$ cat src/rtl/cpu_pkg.sv
// cpu_pkg: constants and types shared by the CPU pipeline control blocks.
//   RW          register index width (16 registers, r0 reads as zero)
//   OP_*/XOP_*  primary opcode and extended-op encodings of the ISA
//   sb_entry_t  one scoreboard slot: {valid, destination register, late result}
//   ctl_state_t run/halt state of the pipeline controller
//   reg_onehot  one-hot decode of a register index
package cpu_pkg;

  localparam int RW = 4;

  // Primary opcodes
  localparam logic [3:0] OP_SUB  = 4'h0;
  localparam logic [3:0] OP_MOVL = 4'h8;
  localparam logic [3:0] OP_MOVH = 4'h9;
  localparam logic [3:0] OP_JMP  = 4'he;
  localparam logic [3:0] OP_MEM  = 4'hf;

  // Extended ops carried in the jump / memory forms
  localparam logic [3:0] XOP_JZ  = 4'h0;
  localparam logic [3:0] XOP_JNZ = 4'h1;
  localparam logic [3:0] XOP_JS  = 4'h2;
  localparam logic [3:0] XOP_JNS = 4'h3;
  localparam logic [3:0] XOP_LD  = 4'h0;
  localparam logic [3:0] XOP_ST  = 4'h1;

  typedef struct packed {
    logic          v;
    logic [RW-1:0] wreg;
    logic          late;
  } sb_entry_t;

  typedef enum logic {
    ST_RUN  = 1'b0,
    ST_HALT = 1'b1
  } ctl_state_t;

  function automatic logic [2**RW-1:0] reg_onehot(input logic [RW-1:0] r);
    reg_onehot    = '0;
    reg_onehot[r] = 1'b1;
  endfunction

endpackage

$ cat src/rtl/pipe_scoreboard.sv
// pipe_scoreboard: shift register of in-flight register writes, one slot per
// stage from execute0 (slot 0) to writeback (slot DEPTH-1).
//   clk, rst_n          clock, asynchronous active-low reset
//   advance_i           shift this edge (low freezes the whole scoreboard)
//   clear_i             flush edge: everything younger than writeback is dropped
//   load_v_i/_wreg_i/_late_i  entry entering execute0 this edge
//   ra_i/rb_i/rt_i, use_*_i   decode source registers and their use flags
//   hazard_o            a used source waits on a late producer not yet at writeback
//   busy_mask_o         registered OR of one-hot destinations of valid slots
module pipe_scoreboard
  import cpu_pkg::*;
#(
  parameter int DEPTH = 4
) (
  input  logic              clk,
  input  logic              rst_n,
  input  logic              advance_i,
  input  logic              clear_i,
  input  logic              load_v_i,
  input  logic [RW-1:0]     load_wreg_i,
  input  logic              load_late_i,
  input  logic [RW-1:0]     ra_i,
  input  logic [RW-1:0]     rb_i,
  input  logic [RW-1:0]     rt_i,
  input  logic              use_ra_i,
  input  logic              use_rb_i,
  input  logic              use_rt_i,
  output logic              hazard_o,
  output logic [2**RW-1:0]  busy_mask_o
);

  sb_entry_t          sb_q [DEPTH];
  sb_entry_t          sb_d [DEPTH];
  logic [2**RW-1:0]   busy_q;
  logic [2**RW-1:0]   busy_d;
  logic [DEPTH-2:0]   hit;

  // On a flush edge the writeback slot retires as usual while every younger
  // slot is squashed, and nothing issues into execute0, so the whole
  // scoreboard ends up empty.
  always_comb begin
    for (int i = 0; i < DEPTH; i++) begin
      sb_d[i] = sb_q[i];
    end
    if (advance_i) begin
      if (clear_i) begin
        for (int i = 0; i < DEPTH; i++) begin
          sb_d[i] = '0;
        end
      end else begin
        sb_d[0].v    = load_v_i;
        sb_d[0].wreg = load_wreg_i;
        sb_d[0].late = load_late_i;
        for (int i = 1; i < DEPTH; i++) begin
          sb_d[i] = sb_q[i-1];
        end
      end
    end
  end

  // busy_mask follows the post-edge scoreboard, so it lines up with sb_q.
  always_comb begin
    busy_d = '0;
    for (int i = 0; i < DEPTH; i++) begin
      if (sb_d[i].v) begin
        busy_d = busy_d | reg_onehot(sb_d[i].wreg);
      end
    end
  end

  always_ff @(posedge clk or negedge rst_n) begin
    if (!rst_n) begin
      for (int i = 0; i < DEPTH; i++) begin
        sb_q[i] <= '0;
      end
      busy_q <= '0;
    end else begin
      for (int i = 0; i < DEPTH; i++) begin
        sb_q[i] <= sb_d[i];
      end
      busy_q <= busy_d;
    end
  end

  // Only late producers short of writeback stall; everything else is
  // reachable through the forwarding network. r0 never creates a dependency.
  for (genvar gi = 0; gi < DEPTH - 1; gi++) begin : g_hit
    logic match_a, match_b, match_t;
    assign match_a = use_ra_i && (ra_i != '0) && (ra_i == sb_q[gi].wreg);
    assign match_b = use_rb_i && (rb_i != '0) && (rb_i == sb_q[gi].wreg);
    assign match_t = use_rt_i && (rt_i != '0) && (rt_i == sb_q[gi].wreg);
    assign hit[gi] = sb_q[gi].v && sb_q[gi].late && (match_a || match_b || match_t);
  end

  assign hazard_o    = |hit;
  assign busy_mask_o = busy_q;

endmodule

$ cat src/rtl/pipe_ctl.sv
// pipe_ctl: hazard and flow controller for the five-stage pipeline.
//   clk, rst_n                clock, asynchronous active-low reset
//   dec_*                     instruction currently in decode
//   wb_valid/redirect/illegal writeback-stage status
//   stall   hold fetch0/decode, bubble into execute0
//   flush   invalidate fetch0..execute2 (writeback redirect)
//   issue   decode instruction advances into execute0 this cycle
//   halted  sticky, set the cycle after an illegal op reaches writeback
//   busy_mask registers with a write still in flight
module pipe_ctl #(
  parameter int DEPTH  = 4,
  parameter int REFILL = 2,
  parameter int RW     = cpu_pkg::RW
) (
  input  logic              clk,
  input  logic              rst_n,
  input  logic              dec_valid,
  input  logic [RW-1:0]     dec_ra,
  input  logic [RW-1:0]     dec_rb,
  input  logic [RW-1:0]     dec_rt,
  input  logic              dec_use_ra,
  input  logic              dec_use_rb,
  input  logic              dec_use_rt,
  input  logic              dec_wen,
  input  logic [RW-1:0]     dec_wreg,
  input  logic              dec_late,
  input  logic              wb_valid,
  input  logic              wb_redirect,
  input  logic              wb_illegal,
  output logic              stall,
  output logic              flush,
  output logic              issue,
  output logic              halted,
  output logic [2**RW-1:0]  busy_mask
);

  import cpu_pkg::*;

  localparam int SHW = (REFILL > 0) ? $clog2(REFILL + 1) : 1;

  ctl_state_t     state_q, state_d;
  logic [SHW-1:0] shadow_q, shadow_d;

  logic running;
  logic illegal_now;
  logic dec_eff;
  logic sb_hazard;
  logic hazard;
  logic load_v;

  assign running     = (state_q == ST_RUN);
  assign illegal_now = running && wb_valid && wb_illegal;
  // Decode is ignored while fetch refills after a flush.
  assign dec_eff     = dec_valid && (shadow_q == '0);
  assign hazard      = dec_eff && sb_hazard;
  assign load_v      = issue && dec_wen && (dec_wreg != '0);

  // The combinational outputs are also gated by rst_n so that every output
  // reads 0 while reset is held, whatever the inputs are doing.
  // Halt outranks everything: the cycle the illegal op sits at writeback
  // already holds decode, and a same-cycle redirect is not honoured.
  always_comb begin
    flush = rst_n && running && wb_valid && wb_redirect && !wb_illegal;
    stall = rst_n && (!running || illegal_now || (hazard && !flush));
    issue = rst_n && running && !illegal_now && dec_eff && !hazard && !flush;
  end

  always_comb begin
    state_d  = state_q;
    shadow_d = shadow_q;
    if (running) begin
      if (illegal_now) begin
        state_d = ST_HALT;
      end
      if (flush) begin
        shadow_d = SHW'(REFILL);
      end else if (shadow_q != '0) begin
        shadow_d = shadow_q - 1'b1;
      end
    end
  end

  always_ff @(posedge clk or negedge rst_n) begin
    if (!rst_n) begin
      state_q  <= ST_RUN;
      shadow_q <= '0;
    end else begin
      state_q  <= state_d;
      shadow_q <= shadow_d;
    end
  end

  assign halted = (state_q == ST_HALT);

  pipe_scoreboard #(
    .DEPTH (DEPTH)
  ) u_scoreboard (
    .clk         (clk),
    .rst_n       (rst_n),
    .advance_i   (running),
    .clear_i     (flush),
    .load_v_i    (load_v),
    .load_wreg_i (dec_wreg),
    .load_late_i (dec_late),
    .ra_i        (dec_ra),
    .rb_i        (dec_rb),
    .rt_i        (dec_rt),
    .use_ra_i    (dec_use_ra),
    .use_rb_i    (dec_use_rb),
    .use_rt_i    (dec_use_rt),
    .hazard_o    (sb_hazard),
    .busy_mask_o (busy_mask)
  );

endmodule

$ cat config.mk
export PLATFORM = sky130hd
export DESIGN_NAME = pipe_ctl
export DESIGN_NICKNAME = d
export VERILOG_FILES = /design/src/rtl/cpu_pkg.sv /design/src/rtl/pipe_scoreboard.sv /design/src/rtl/pipe_ctl.sv
export SDC_FILE = /design/constraint.sdc
export NUM_CORES = 1
export LEC_CHECK = 0
export CAP_MARGIN = 15
export CORE_ASPECT_RATIO = 1.1
export CORE_UTILIZATION = 53
export CTS_CLUSTER_DIAMETER = 120
export DETAILED_ROUTE_END_ITERATION = 7
export HOLD_SLACK_MARGIN = 0.08
export PLACE_DENSITY = 0.86
export SLEW_MARGIN = 20
export SYNTH_ARGS = -nofsm -noshare
export SYNTH_HDL_FRONTEND = slang
export SYNTH_HIERARCHICAL = 1
export SYNTH_SLANG_ARGS = --single-unit
export TNS_END_PERCENT = 50
$ cat constraint.sdc
create_clock -name clk -period 3.5 [get_ports clk]
set_input_delay 0.875 -clock clk [delete_from_list [all_inputs] [get_ports clk]]
set_output_delay 0.875 -clock clk [all_outputs]
set_load 0.01 [all_outputs]
==> results of run 1 <==
cells in the final DEF, fill, tap and decap left out, drive strengths merged, types with 9 or more instances in the layout:
| cell type | netlist | layout |
|---|---|---|
| buf | 14 | 39 |
| dfrtp | 42 | 42 |
| clkdlybuf4s50 | 0 | 29 |
| nor2b | 17 | 17 |
| inv | 23 | 24 |
| nand4 | 11 | 11 |
| xnor2 | 30 | 30 |
| nor2 | 24 | 24 |
| nand2 | 19 | 19 |
| o22ai | 9 | 9 |
cells in the mapped netlist (all sizes together), types with 5 or more instances:
library cell  instances  area (um2)
a21o                  5        37.5
a21oi                 8        40.0
a221o                 8        80.1
a22oi                 8        65.1
a32o                  7        70.1
and2                  5        31.3
buf                  14        70.1
clkbuf                6        23.8
dfrtp                42        1050
inv                  23        86.3
nand2                19        71.3
nand4                11        68.8
nor2                 24        90.1
nor2b                17         106
o21ai                 8        40.0
o221ai                8        70.1
o22ai                 9        56.3
xnor2                30         263
xor2                  6        52.6
final cells by class:
cell class,count,area share
Multi-Input combinational cell,215,0.447
Clock buffer,5,0.0195
Timing Repair Buffer,72,0.178
Inverter,23,0.0245
Sequential cell,42,0.298
Clock inverter,3,0.0124
Tap cell,58,0.0206
report_power, final:
part	total, uW	switching (uW)	internal (uW)
clock network	388	174	214
logic	503	271	232
registers	687	133	554
total	1580	578	1000
metrics by stage:
stage	worst slack, ns	cells	setup TNS [ns]
floorplan	0.159	300	0
global route	-0.182	418	-0.208
finish	-0.0546	418	-0.0546
global placement	-0.843	407	-8.79
detailed placement	-0.913	407	-10.40
CTS	-0.0910	418	-0.0910
worst max-delay path, delay by kind of cell:
family / cells / cell delay, ns
compound gates: 3 / 0.72
buf+inv: 2 / 0.23
simple gates: 4 / 0.86
what timing repair did:
action | 4_1_cts | 5_1_grt
setup buffers | 3 | 0
resized for setup | 66 | 15
endpoints found under the setup margin | 18 | 18
pin swaps | 11 | 7
sequential cells by signal, indices dropped and copies added, names as in the netlist:
| register | count |
|---|---|
| halted | 1 |
| shadow_q | 2 |
| u_scoreboard/busy_mask_o | 16 |
| u_scoreboard/sb_q | 23 |
cell families (layout without fill, tap and decap cells):
kind of cell,count (synthesis),count (layout),synth area share
DFF,42,42,0.382
buffers and inverters,43,103,0.0655
AOI/OAI and AO/OA,85,85,0.251
muxes,3,3,0.0123
adders and majority gates,1,1,0.00454
xor gates and xnor gates,36,36,0.115
and+or+nand+nor,90,90,0.170
per-layer routing:
layer  track usage  share of wire  up-vias
met5             0              0        -
met4         0.144          0.029        0
met2         0.532           0.50      125
met3        0.0442          0.068       28
li1              -              -     1202
met1         0.364           0.40     1237
worst max path at each step:
stage               from     to  slack, ns  depth (start not counted)
2_1_floorplan  dec_ra[1]  issue       0.16                          7
3_3_place_gp   dec_rt[1]  issue      -0.84                          9
3_5_place_dp   dec_rt[1]  issue      -0.91                          9
4_1_cts        dec_rt[3]  issue      -0.09                          9
5_1_grt        dec_rt[1]  issue      -0.18                          9
6_report       dec_ra[3]  issue      -0.05                          9
==> results_tabular.tex, run 1 <==
\begin{tabular}{lr}
\hline
Metric & Value \\
\hline
\multicolumn{2}{l}{\textbf{Outcome}} \\
Status & finished with violations \\
Violations in the final reports & design-rule violations, negative setup slack \\
\multicolumn{2}{l}{\textbf{Synthesis}} \\
Synth Instances & 300 \\
Async SR Flop Fraction & 1.00 \\
Predominant post-synthesis flop cell & sky130\_fd\_sc\_hd\_\_dfrtp\_1 \\
Post-synthesis cell area & 2750 um2 \\
Count of flip-flops with a built-in enable after synthesis & 0 \\
Yosys reg bits & 42 \\
Mean Syn Cell Area & 9.18 um2 \\
Yosys synthesis warning count & 6 \\
Net count of the mapped netlist & 328 \\
Number of library cell types mapped by synthesis & 43 \\
Portion of the post-synthesis area used by sequential elements & 0.382 \\
\multicolumn{2}{l}{\textbf{Clocking}} \\
Clk pin slew, worst setup/hold paths & 0.09 ns \\
Total clock buffers created by CTS & 5 \\
Number of buffers inserted by hold repair at cts & 0 \\
Deepest clock path buffer count & 2 \\
TritonCTS clock tree & built \\
H-tree depth & 2 \\
Latest clock arrival within the worst-skew pair & 0.30 ns \\
Root buffer selected by CTS & sky130\_fd\_sc\_hd\_\_clkbuf\_8 \\
Count of clock tree sinks & 42 \\
\multicolumn{2}{l}{\textbf{Drt}} \\
Total via count after detailed routing & 2592 \\
DR pass1 iterations & 7 \\
Per-cell via count in the routed design & 6.20 \\
Average wire per cell in the routed design & 18.7 um \\
DRC violations left & 12 \\
Routed Antenna Nets & 0 \\
Detailed router's first-iteration violation count & around 180 \\
WL final & slightly below 8 mm \\
\multicolumn{2}{l}{\textbf{Die}} \\
Count of pins on the block boundary & 47 \\
Initial Utilization & 0.551 \\
CORE AREA & 5000 um2 \\
Die Height & 77.6 um \\
Total Die Area & 5490 um2 \\
Die X & 70.7 um \\
Rows & 27 \\
\multicolumn{2}{l}{\textbf{Power and ir drop}} \\
Static leakage & around 0.0015 uW \\
Maximum ir drop on the vdd rail & 0.266 mV \\
Total power of the final layout & 1580 uW \\
Power density of the placed cells & between 400 and 500 nW/um2 \\
\multicolumn{2}{l}{\textbf{Global routing}} \\
Pin count of the biggest net entering global routing & 33 \\
Number of antenna violations at the first check in global routing & 0 \\
Overflow left after global routing & 0 \\
Via count of the first global-routing pass & 2733 \\
First-pass GRT wire length & 12.8 mm \\
GRT Resource Usage Total & 0.303 \\
\multicolumn{2}{l}{\textbf{Critical path}} \\
Crit end category & output pin \\
Arrival @ worst endpoint & 2.68 ns \\
Reg2reg setup slack & 0.38 ns \\
Category of the critical setup timing path & in2out \\
Max stage delay cell, worst path & sky130\_fd\_sc\_hd\_\_or4\_4 \\
Startpoint of the worst-slack reg-to-reg timing path & u\_scoreboard/sb\_q[22]\$\_DFF\_PN0\_ \\
Crit path cell chain & buf\_6 -> o41ai\_4 -> o22ai\_1 -> o211a\_1 -> or4\_4 -> nor2b\_1 -> nand4\_1 -> nor2\_1 -> buf\_2 \\
Worst-path maximum fanout & 2 \\
R2r endpoint & u\_scoreboard/busy\_mask\_o[9]\$\_DFF\_PN0\_ \\
Peak per-stage delay on the critical path & 0.52 ns \\
Crit path launch type & input pin \\
FF-to-FF path depth & 14 \\
Data required time of the critical path & 2.62 ns \\
\multicolumn{2}{l}{\textbf{Run}} \\
Number of max-cap violations & 0 \\
\multicolumn{2}{l}{\textbf{Timing}} \\
Measured slew at the worst slew-check pin & around 0.65 ns \\
Crit path time final & 3.55 ns \\
Final Setup Violations & 1 \\
Pins Over Slew Limit & 0 \\
Setup WS post-layout & -0.0546 ns \\
Max Freq & 281 MHz \\
Final Skew & 0.0115 ns \\
Worst hold margin & 0.504 ns \\
Slew Limit Headroom & 0.565 \\
Unrepaired setup endpoints after global routing & true \\
Hold Fails Final Rpt & 0 \\
Period Utilization, post-route & 1.02 \\
\multicolumn{2}{l}{\textbf{Min path}} \\
Worst Hold Class & reg2reg \\
Cell depth of the worst hold path & 1 \\
Min-Delay Startpoint & shadow\_q[1]\$\_DFFE\_PN0P\_ \\
Worst-case hold path end point & shadow\_q[1]\$\_DFFE\_PN0P\_ \\
\multicolumn{2}{l}{\textbf{Place}} \\
Placed cell area & about 3400 um2 \\
Port-buffer cells & 46 \\
Routability congestion estimate from global placement & approximately 1 \\
Total half-perimeter wirelength after legalization and detailed placement & 5.69 mm \\
\multicolumn{2}{l}{\textbf{Final layout}} \\
FF+latch area & 1050 um2 \\
Area growth from synthesis to layout & 28.2\% \\
Final non-filler cell area & 3530 um2 \\
Share of cells above drive strength 1 & 0.186 \\
Total number of nets in the final design & 387 \\
Antenna Diode Count & 0 \\
Core utilization of the finished layout & 0.706 \\
Filler instances & 377 \\
Area taken by multi-input logic gates & around 1600 um2 \\
\hline
\end{tabular}
Note: power is estimated with default switching activity, not from simulation.
==> run 2, diff against run 1 <==
--- a/config.mk
+++ b/config.mk
@@ -11,6 +11,7 @@
 export CTS_CLUSTER_DIAMETER = 120
 export DETAILED_ROUTE_END_ITERATION = 7
 export HOLD_SLACK_MARGIN = 0.08
+export MAX_ROUTING_LAYER = met4
 export PLACE_DENSITY = 0.86
 export SLEW_MARGIN = 20
 export SYNTH_ARGS = -nofsm -noshare
==> results_tabular.tex, run 2 (synthesized netlist as in run 1, its figures left out) <==
\begin{tabular}{lr}
\hline
Metric & Value \\
\hline
\multicolumn{2}{l}{\textbf{Final layout}} \\
Most used cells in the layout excluding fill and tap cells & sky130\_fd\_sc\_hd\_\_dfrtp\_1, sky130\_fd\_sc\_hd\_\_xnor2\_1, sky130\_fd\_sc\_hd\_\_clkdlybuf4s50\_1, sky130\_fd\_sc\_hd\_\_nor2\_1 \\
Register with the highest flop count & u\_scoreboard/sb\_q \\
Final non-filler cell area & 3530 um2 (about the same) \\
FF+latch area & 1050 um2 (unchanged) \\
Antenna Diode Count & 0 (unchanged) \\
Most frequent standard cell in the layout excluding fill and tap cells & sky130\_fd\_sc\_hd\_\_dfrtp\_1 \\
Area growth from synthesis to layout & 28.1\% (about the same) \\
Filler instances & 388 (+2.9\%) \\
Flip-flop count of the largest register after layout & 23 (unchanged) \\
Total number of nets in the final design & 391 (+1.0\%) \\
Share of cells above drive strength 1 & 0.179 (-0.00754) \\
Area taken by multi-input logic gates & 1550 um2 (-1.6\%) \\
\multicolumn{2}{l}{\textbf{Critical path}} \\
Crit path cell chain & buf\_8 -> o41ai\_4 -> o22ai\_1 -> o211a\_1 -> or4\_4 -> nor2b\_1 -> nand4\_1 -> nor2\_1 -> buf\_2 \\
Kind of cell adding the most delay to the critical path & simple AND/OR/NAND/NOR gates \\
Category of the critical setup timing path & in2out \\
Worst-path maximum fanout & 2 (unchanged) \\
Peak per-stage delay on the critical path & 0.51 ns (about the same) \\
Crit end category & output pin \\
Max stage delay cell, worst path & sky130\_fd\_sc\_hd\_\_or4\_4 \\
Data required time of the critical path & 2.62 ns (about the same) \\
Combined buffer and inverter count along the critical path & 2 (unchanged) \\
Crit path launch type & input pin \\
Arrival @ worst endpoint & 2.70 ns (+0.02 ns) \\
\multicolumn{2}{l}{\textbf{Timing}} \\
Final Skew & 0.0110 ns (-0.000477 ns) \\
Final Setup Violations & 1 (unchanged) \\
Period Utilization, post-route & 1.02 (+0.00507) \\
Slew Limit Headroom & 0.567 (+0.00171) \\
Hold Fails Final Rpt & 0 (unchanged) \\
Pins Over Slew Limit & 0 (unchanged) \\
Max Freq & 280 MHz (-0.50\%) \\
Unrepaired setup endpoints after global routing & true \\
Worst hold margin & 0.372 ns (-0.133 ns) \\
Measured slew at the worst slew-check pin & 0.644 ns (-0.00254 ns) \\
Crit path time final & 3.57 ns (+0.0177 ns) \\
Setup WS post-layout & -0.0723 ns (-0.0177 ns) \\
\multicolumn{2}{l}{\textbf{Global routing}} \\
Via count of the first global-routing pass & 2753 (+0.73\%) \\
Pin count of the biggest net entering global routing & 41 (+24\%) \\
GRT Resource Usage Total & 0.311 (+0.00763) \\
Number of antenna violations at the first check in global routing & 0 (unchanged) \\
Overflow left after global routing & 0 (unchanged) \\
First-pass GRT wire length & 12.9 mm (+0.43\%) \\
\multicolumn{2}{l}{\textbf{Outcome}} \\
Status & finished with violations \\
Violations in the final reports & design-rule violations, negative setup slack \\
\multicolumn{2}{l}{\textbf{Drt}} \\
Uppermost metal layer occupied by signal nets & met4 \\
Total met2 wirelength after detailed routing & 4.01 mm (+1.2\%) \\
Average wire per cell in the routed design & 18.8 um (+0.24\%) \\
DRC violations left & 12 (unchanged) \\
Per-cell via count in the routed design & 6.36 (+2.5\%) \\
Routed Antenna Nets & 0 (unchanged) \\
Detailed router's first-iteration violation count & 220 (+21\%) \\
M1 WL & 3.08 mm (-1.3\%) \\
WL final & 7.93 mm (+1.2\%) \\
WL met3 & 560 um (+5.5\%) \\
DR pass1 iterations & 7 (unchanged) \\
Total via count after detailed routing & 2683 (+3.5\%) \\
\multicolumn{2}{l}{\textbf{Die}} \\
Rows & 27 (unchanged) \\
Die Height & 77.6 um (unchanged) \\
Die X & 70.7 um (unchanged) \\
Initial Utilization & 0.551 (unchanged) \\
Count of pins on the block boundary & 47 (unchanged) \\
Total Die Area & 5490 um2 (unchanged) \\
CORE AREA & 5000 um2 (unchanged) \\
\multicolumn{2}{l}{\textbf{Place}} \\
Placed cell area & 3350 um2 (-0.22\%) \\
Total half-perimeter wirelength after legalization and detailed placement & 5.67 mm (-0.36\%) \\
Port-buffer cells & 46 (unchanged) \\
Routability congestion estimate from global placement & 1.05 (+5.0\%) \\
\multicolumn{2}{l}{\textbf{Clocking}} \\
Total clock buffers created by CTS & 5 (unchanged) \\
Latest clock arrival within the worst-skew pair & 0.31 ns (about the same) \\
H-tree depth & 2 (unchanged) \\
Count of clock tree sinks & 42 (unchanged) \\
Root buffer selected by CTS & sky130\_fd\_sc\_hd\_\_clkbuf\_8 \\
Clk pin slew, worst setup/hold paths & 0.09 ns (about the same) \\
TritonCTS clock tree & built \\
Deepest clock path buffer count & 2 (unchanged) \\
\multicolumn{2}{l}{\textbf{Run}} \\
Number of max-cap violations & 0 (unchanged) \\
\multicolumn{2}{l}{\textbf{Power and ir drop}} \\
Power density of the placed cells & 432 nW/um2 (-3.4\%) \\
Total power of the final layout & 1520 uW (-3.5\%) \\
Static leakage & 0.00155 uW (+0.51\%) \\
Maximum ir drop on the vdd rail & 0.317 mV (+19\%) \\
\multicolumn{2}{l}{\textbf{Min path}} \\
Worst Hold Class & in2async \\
\hline
\end{tabular}
==> run 2: final cells by class <==
type,count,share of cell area
Tap cell,58,0.0206
Sequential cell,42,0.298
Clock buffer,5,0.0195
Clock inverter,3,0.00710
Multi-Input combinational cell,215,0.440
Inverter,23,0.0245
Timing Repair Buffer,76,0.190
==> run 2: worst reg2reg max path: stages, from the launching register on <==
cell                      delay, ns
sky130_fd_sc_hd__dfrtp_1       0.51
sky130_fd_sc_hd__xnor2_1       0.19
sky130_fd_sc_hd__nand4_1       0.12
sky130_fd_sc_hd__o22ai_1       0.09
sky130_fd_sc_hd__o211a_1       0.22
sky130_fd_sc_hd__or4_4         0.51
sky130_fd_sc_hd__nor2b_1       0.13
sky130_fd_sc_hd__nand4_1       0.12
sky130_fd_sc_hd__buf_4         0.16
sky130_fd_sc_hd__buf_4         0.12
sky130_fd_sc_hd__nor2_1        0.08
sky130_fd_sc_hd__nor2b_2       0.19
sky130_fd_sc_hd__a32o_1        0.21
sky130_fd_sc_hd__nor2b_2       0.24
sky130_fd_sc_hd__a221o_1       0.19
==> run 2: worst paths after layout <==
check                                                 from                                    end  slack (ns)  depth (start not counted)
max                                              dec_ra[2]                                  issue       -0.07                          9
min                                                  rst_n        u_scoreboard/sb_q[21]$_DFF_PN0_        0.37                          1
max reg2reg                u_scoreboard/sb_q[22]$_DFF_PN0_  u_scoreboard/busy_mask_o[5]$_DFF_PN0_        0.36                         14
min reg2reg                        shadow_q[1]$_DFFE_PN0P_                shadow_q[1]$_DFFE_PN0P_        0.50                          1
max in group asynchronous                            rst_n       u_scoreboard/sb_q[6]$_DFFE_PN0P_        2.38                          2
min in group clk                   shadow_q[1]$_DFFE_PN0P_                shadow_q[1]$_DFFE_PN0P_        0.50                          1
==> run 2: metal layers <==
metal | vias up | global-route usage
met5 | - | -
met4 | 0 | 0.168
met3 | 35 | 0.0532
met2 | 155 | 0.521
met1 | 1282 | 0.354
li1 | 1211 | -
==> run 2: what timing repair did <==
item	CTS	global route
pin swaps	12	7
endpoints found under the setup margin	18	18
hold buffers	0	0
resized for setup	72	6
setup buffers	6	2
==> run 2: where the power goes <==
part           internal, uW  switching (uW)  total [uW]
clock                   144             189         333
combinational           234             269         503
sequential              554             133         687
==> run 2: per-stage QoR <==
stage	worst slack [ns]	TNS, ns	utilization	cells
4_1_cts	-0.0741	-0.0741	0.700	420
3_5_place_dp	-0.906	-10.32	0.670	406
3_3_place_gp	-0.841	-8.72	0.670	406
5_1_grt	-0.160	-0.160	0.705	422
6_report	-0.0723	-0.0723	0.705	422
2_1_floorplan	0.159	0	-	300
==> run 3, diff against run 2 <==
--- a/config.mk
+++ b/config.mk
@@ -5,17 +5,19 @@
 export SDC_FILE = /design/constraint.sdc
 export NUM_CORES = 1
 export LEC_CHECK = 0
+export ABC_AREA = 1
+export ABC_CLOCK_PERIOD_IN_PS = 3500
 export CAP_MARGIN = 15
 export CORE_ASPECT_RATIO = 1.1
-export CORE_UTILIZATION = 53
+export CORE_UTILIZATION = 54
 export CTS_CLUSTER_DIAMETER = 120
 export DETAILED_ROUTE_END_ITERATION = 7
 export HOLD_SLACK_MARGIN = 0.08
 export MAX_ROUTING_LAYER = met4
-export PLACE_DENSITY = 0.86
+export PLACE_DENSITY = 0.87
 export SLEW_MARGIN = 20
 export SYNTH_ARGS = -nofsm -noshare
 export SYNTH_HDL_FRONTEND = slang
 export SYNTH_HIERARCHICAL = 1
 export SYNTH_SLANG_ARGS = --single-unit
-export TNS_END_PERCENT = 50
+export TNS_END_PERCENT = 20
==> results_tabular.tex, run 3 <==
\begin{tabular}{lr}
\hline
Metric & Value \\
\hline
\multicolumn{2}{l}{\textbf{Die}} \\
Count of pins on the block boundary & 47 (unchanged) \\
Die X & 71.5 um (+1.1\%) \\
CORE AREA & 5070 um2 (+1.4\%) \\
Die Height & 78.4 um (+1.1\%) \\
Initial Utilization & 0.566 (+0.0154) \\
Total Die Area & 5610 um2 (+2.2\%) \\
Rows & 27 (unchanged) \\
\multicolumn{2}{l}{\textbf{Final layout}} \\
Register with the highest flop count & u\_scoreboard/sb\_q \\
Area growth from synthesis to layout & 24.5\% \\
Flip-flop count of the largest register after layout & 23 (unchanged) \\
Total number of nets in the final design & 546 (+40\%) \\
Share of cells above drive strength 1 & 0.0771 (-0.102) \\
Filler instances & 428 (+10\%) \\
Most used cells in the layout excluding fill and tap cells & sky130\_fd\_sc\_hd\_\_nand2\_1, sky130\_fd\_sc\_hd\_\_nor2\_1, sky130\_fd\_sc\_hd\_\_inv\_1, sky130\_fd\_sc\_hd\_\_dfrtp\_1, sky130\_fd\_sc\_hd\_\_clkdlybuf4s50\_1 \\
Most frequent standard cell in the layout excluding fill and tap cells & sky130\_fd\_sc\_hd\_\_nand2\_1 \\
Antenna Diode Count & 0 (unchanged) \\
Final non-filler cell total & 577 (+37\%) \\
FF+latch area & 1050 um2 (unchanged) \\
Area taken by multi-input logic gates & 1560 um2 (+0.56\%) \\
\multicolumn{2}{l}{\textbf{Drt}} \\
DRC violations left & 0 (-12) \\
Routed Antenna Nets & 0 (unchanged) \\
Total via count after detailed routing & 2981 (+11\%) \\
DR pass1 iterations & 5 (-2) \\
Average wire per cell in the routed design & 13.9 um (-26\%) \\
Detailed router's first-iteration violation count & 277 (+26\%) \\
WL final & 8.00 mm (+0.91\%) \\
Per-cell via count in the routed design & 5.17 (-19\%) \\
\multicolumn{2}{l}{\textbf{Synthesis}} \\
Top cell types by occurrence after synthesis & sky130\_fd\_sc\_hd\_\_nand2\_1, sky130\_fd\_sc\_hd\_\_nor2\_1, sky130\_fd\_sc\_hd\_\_inv\_1, sky130\_fd\_sc\_hd\_\_dfrtp\_1, sky130\_fd\_sc\_hd\_\_nand3\_1 \\
Yosys reg bits & 42 (unchanged) \\
Async SR Flop Fraction & 1.00 (unchanged) \\
Mean Syn Cell Area & 6.28 um2 (-32\%) \\
Leading post-synthesis cells by cell area & sky130\_fd\_sc\_hd\_\_dfrtp\_1, sky130\_fd\_sc\_hd\_\_nand2\_1, sky130\_fd\_sc\_hd\_\_nor2\_1, sky130\_fd\_sc\_hd\_\_inv\_1, sky130\_fd\_sc\_hd\_\_nand3\_1 \\
Number of library cell types mapped by synthesis & 24 (-44\%) \\
Synth Instances & 457 (+52\%) \\
Post-synthesis cell area & 2870 um2 (+4.2\%) \\
Share of the synthesized area in the top cell type & 0.366 (-0.0153) \\
Net count of the mapped netlist & 485 (+48\%) \\
Yosys synthesis warning count & 6 (unchanged) \\
Count of flip-flops with a built-in enable after synthesis & 0 (unchanged) \\
Predominant post-synthesis flop cell & sky130\_fd\_sc\_hd\_\_dfrtp\_1 \\
Cell type contributing the most total cell area after synthesis & sky130\_fd\_sc\_hd\_\_dfrtp\_1 \\
Portion of the post-synthesis area used by sequential elements & 0.366 (-0.0153) \\
Top-count cell post-synth & sky130\_fd\_sc\_hd\_\_nand2\_1 \\
\multicolumn{2}{l}{\textbf{Power and ir drop}} \\
Maximum ir drop on the vdd rail & 0.371 mV (+17\%) \\
Power density of the placed cells & 509 nW/um2 (+18\%) \\
Sequential Power Share & 0.372 (-0.079) \\
Switching fraction of total power & 0.410 (+0.0220) \\
Power share of the clock group & 0.206 (-0.013) \\
Switch Pwr & 745 uW (+26\%) \\
Internal power contribution & 1070 uW (+15\%) \\
Part of the power in combinational logic & 0.422 (+0.092) \\
Static leakage & 0.00191 uW (+24\%) \\
\multicolumn{2}{l}{\textbf{Timing}} \\
Final Skew & 0.00934 ns (-0.00170 ns) \\
Worst hold margin & 0.514 ns (+0.142 ns) \\
Crit path time final & 3.38 ns (-0.190 ns) \\
Max Freq & 296 MHz (+5.6\%) \\
Hold Fails Final Rpt & 0 (unchanged) \\
Period Utilization, post-route & 0.966 (-0.0544) \\
Measured slew at the worst slew-check pin & 0.541 ns (-0.103 ns) \\
Unrepaired setup endpoints after global routing & false \\
Pins Over Slew Limit & 0 (unchanged) \\
Slew Limit Headroom & 0.639 (+0.0723) \\
Final Setup Violations & 0 (-1) \\
\multicolumn{2}{l}{\textbf{Min path}} \\
Cell depth of the worst hold path & 2 \\
Worst Hold Class & reg2reg \\
Min-Delay Startpoint & shadow\_q[1]\$\_DFFE\_PN0P\_ \\
Worst-case hold path end point & shadow\_q[1]\$\_DFFE\_PN0P\_ \\
\multicolumn{2}{l}{\textbf{Global routing}} \\
Number of antenna violations at the first check in global routing & 0 (unchanged) \\
Overflow left after global routing & 0 (unchanged) \\
Gr busiest metal & met2 \\
GRT Resource Usage Total & 0.310 (-0.00139) \\
Met2 track demand over resource & 0.519 (-0.00211) \\
Pin count of the biggest net entering global routing & 43 (+4.9\%) \\
Via count of the first global-routing pass & 2750 (-0.11\%) \\
First-pass GRT wire length & 12.9 mm (about the same) \\
Met1 Usage GRT & 0.382 (+0.0277) \\
Met3 track demand over resource & 0.0539 (+0.000669) \\
\multicolumn{2}{l}{\textbf{Clocking}} \\
Root buffer selected by CTS & sky130\_fd\_sc\_hd\_\_clkbuf\_8 \\
Clk pin slew, worst setup/hold paths & 0.08 ns (about the same) \\
Deepest clock path buffer count & 2 (unchanged) \\
H-tree depth & 2 (unchanged) \\
Count of clock tree sinks & 42 (unchanged) \\
Total clock buffers created by CTS & 5 (unchanged) \\
Latest clock arrival within the worst-skew pair & 0.30 ns (about the same) \\
TritonCTS clock tree & built \\
\multicolumn{2}{l}{\textbf{Run}} \\
Number of max-cap violations & 0 (unchanged) \\
\multicolumn{2}{l}{\textbf{Critical path}} \\
Category of the critical setup timing path & in2out \\
Crit path launch type & input pin \\
R2r endpoint & u\_scoreboard/busy\_mask\_o[12]\$\_DFF\_PN0\_ \\
Reg2reg setup slack & 0.61 ns (+0.25 ns) \\
Crit end category & output pin \\
Arrival @ worst endpoint & 2.51 ns (-0.19 ns) \\
Data required time of the critical path & 2.62 ns (about the same) \\
Worst-path maximum fanout & 3 (+1) \\
FF-to-FF path depth & 22 (+8) \\
Startpoint of the worst-slack reg-to-reg timing path & u\_scoreboard/sb\_q[21]\$\_DFF\_PN0\_ \\
\multicolumn{2}{l}{\textbf{Place}} \\
Total half-perimeter wirelength after legalization and detailed placement & 6.21 mm (+9.6\%) \\
Number of cells after detailed placement & 566 (+39\%) \\
Port-buffer cells & 46 (unchanged) \\
Routability congestion estimate from global placement & 0.945 (-9.9\%) \\
\multicolumn{2}{l}{\textbf{Outcome}} \\
Status & finished clean \\
\hline
\end{tabular}
[run 3: cell types whose count changed after synthesis, moves of 8 or more]
cell                       before  now
sky130_fd_sc_hd__a221o_1        8    0
sky130_fd_sc_hd__buf_2         14    1
sky130_fd_sc_hd__inv_1         23   63
sky130_fd_sc_hd__nand2_1       19  147
sky130_fd_sc_hd__nand3_1        3   26
sky130_fd_sc_hd__nand4_1       11    0
sky130_fd_sc_hd__nor2_1        24  128
sky130_fd_sc_hd__nor2b_1       17    0
sky130_fd_sc_hd__o221ai_1       8    0
sky130_fd_sc_hd__xnor2_1       30    0
[run 3: through the flow]
stage                util  setup WS (ns)  power (uW)  area, um2  TNS (ns)
detailed placement  0.677         -0.431        1430       3430    -0.821
global placement    0.677         -0.439        1410       3430    -0.823
CTS                 0.703        0.00282        1810       3560         0
finish              0.705          0.118        1820       3570         0
global route        0.705        0.00252        1940       3570         0
floorplan               -          0.783        1160       2870         0
[run 3: cell type report]
cell class,instances,share of cell area
Clock buffer,5,0.0193
Clock inverter,3,0.0112
Inverter,64,0.0673
Multi-Input combinational cell,348,0.437
Sequential cell,42,0.294
Tap cell,58,0.0203
Timing Repair Buffer,57,0.150
[run 3: worst max path at each step]
stage,start,to,cells past startpoint
floorplan,dec_ra[3],stall,10
global placement,dec_rt[3],issue,15
detailed placement,dec_rt[3],issue,15
CTS,dec_ra[0],issue,14
global route,dec_use_ra,stall,11
finish,dec_use_ra,stall,11
[run 3: critical path, cell delays in order]
cell                              delay (ns)
sky130_fd_sc_hd__clkdlybuf4s50_1        0.46
sky130_fd_sc_hd__a21boi_1               0.26
sky130_fd_sc_hd__nand3_1                0.11
sky130_fd_sc_hd__nand3_1                0.09
sky130_fd_sc_hd__nand2_1                0.07
sky130_fd_sc_hd__nand3_2                0.09
sky130_fd_sc_hd__inv_1                  0.04
sky130_fd_sc_hd__nor2_1                 0.09
sky130_fd_sc_hd__nand2_1                0.05
sky130_fd_sc_hd__a21oi_1                0.12
sky130_fd_sc_hd__clkdlybuf4s15_1        0.25
[run 3: metal layers]
layer  up-vias  wire length (um)
li1       1514                 -
met1      1345              3460
met2       109              3950
met3        13               456
met4         0               134
met5         -                 0
[run 3: cells by family after synthesis]
family / after synthesis / synth area share
AO/OA/AOI/OAI: 31 / 0.0899
AND/OR/NAND/NOR: 308 / 0.423
adder cells (fa/ha/maj): 1 / 0.00436
flip-flops: 42 / 0.366
XOR/XNOR: 8 / 0.0244
buffers and inverters: 67 / 0.0921
[run 3: timing repair]
| item | in CTS | in global routing |
|---|---|---|
| hold buffers | 0 | 0 |
| setup endpoints to repair | 2 | 18 |
| pin swaps | 1 | 1 |
| buffers inserted | 3 | 0 |
| gates resized for setup | 19 | 3 |
[run 3: power groups by stage]
stage                     combinational [uW]  sequential (uW)  clock, uW
final                                    766              675        375
after CTS                                754              672        382
after global placement                   736              676          0
after floorplan                          487              674          0
after detailed placement                 753              681          0
after global routing                     850              685        404
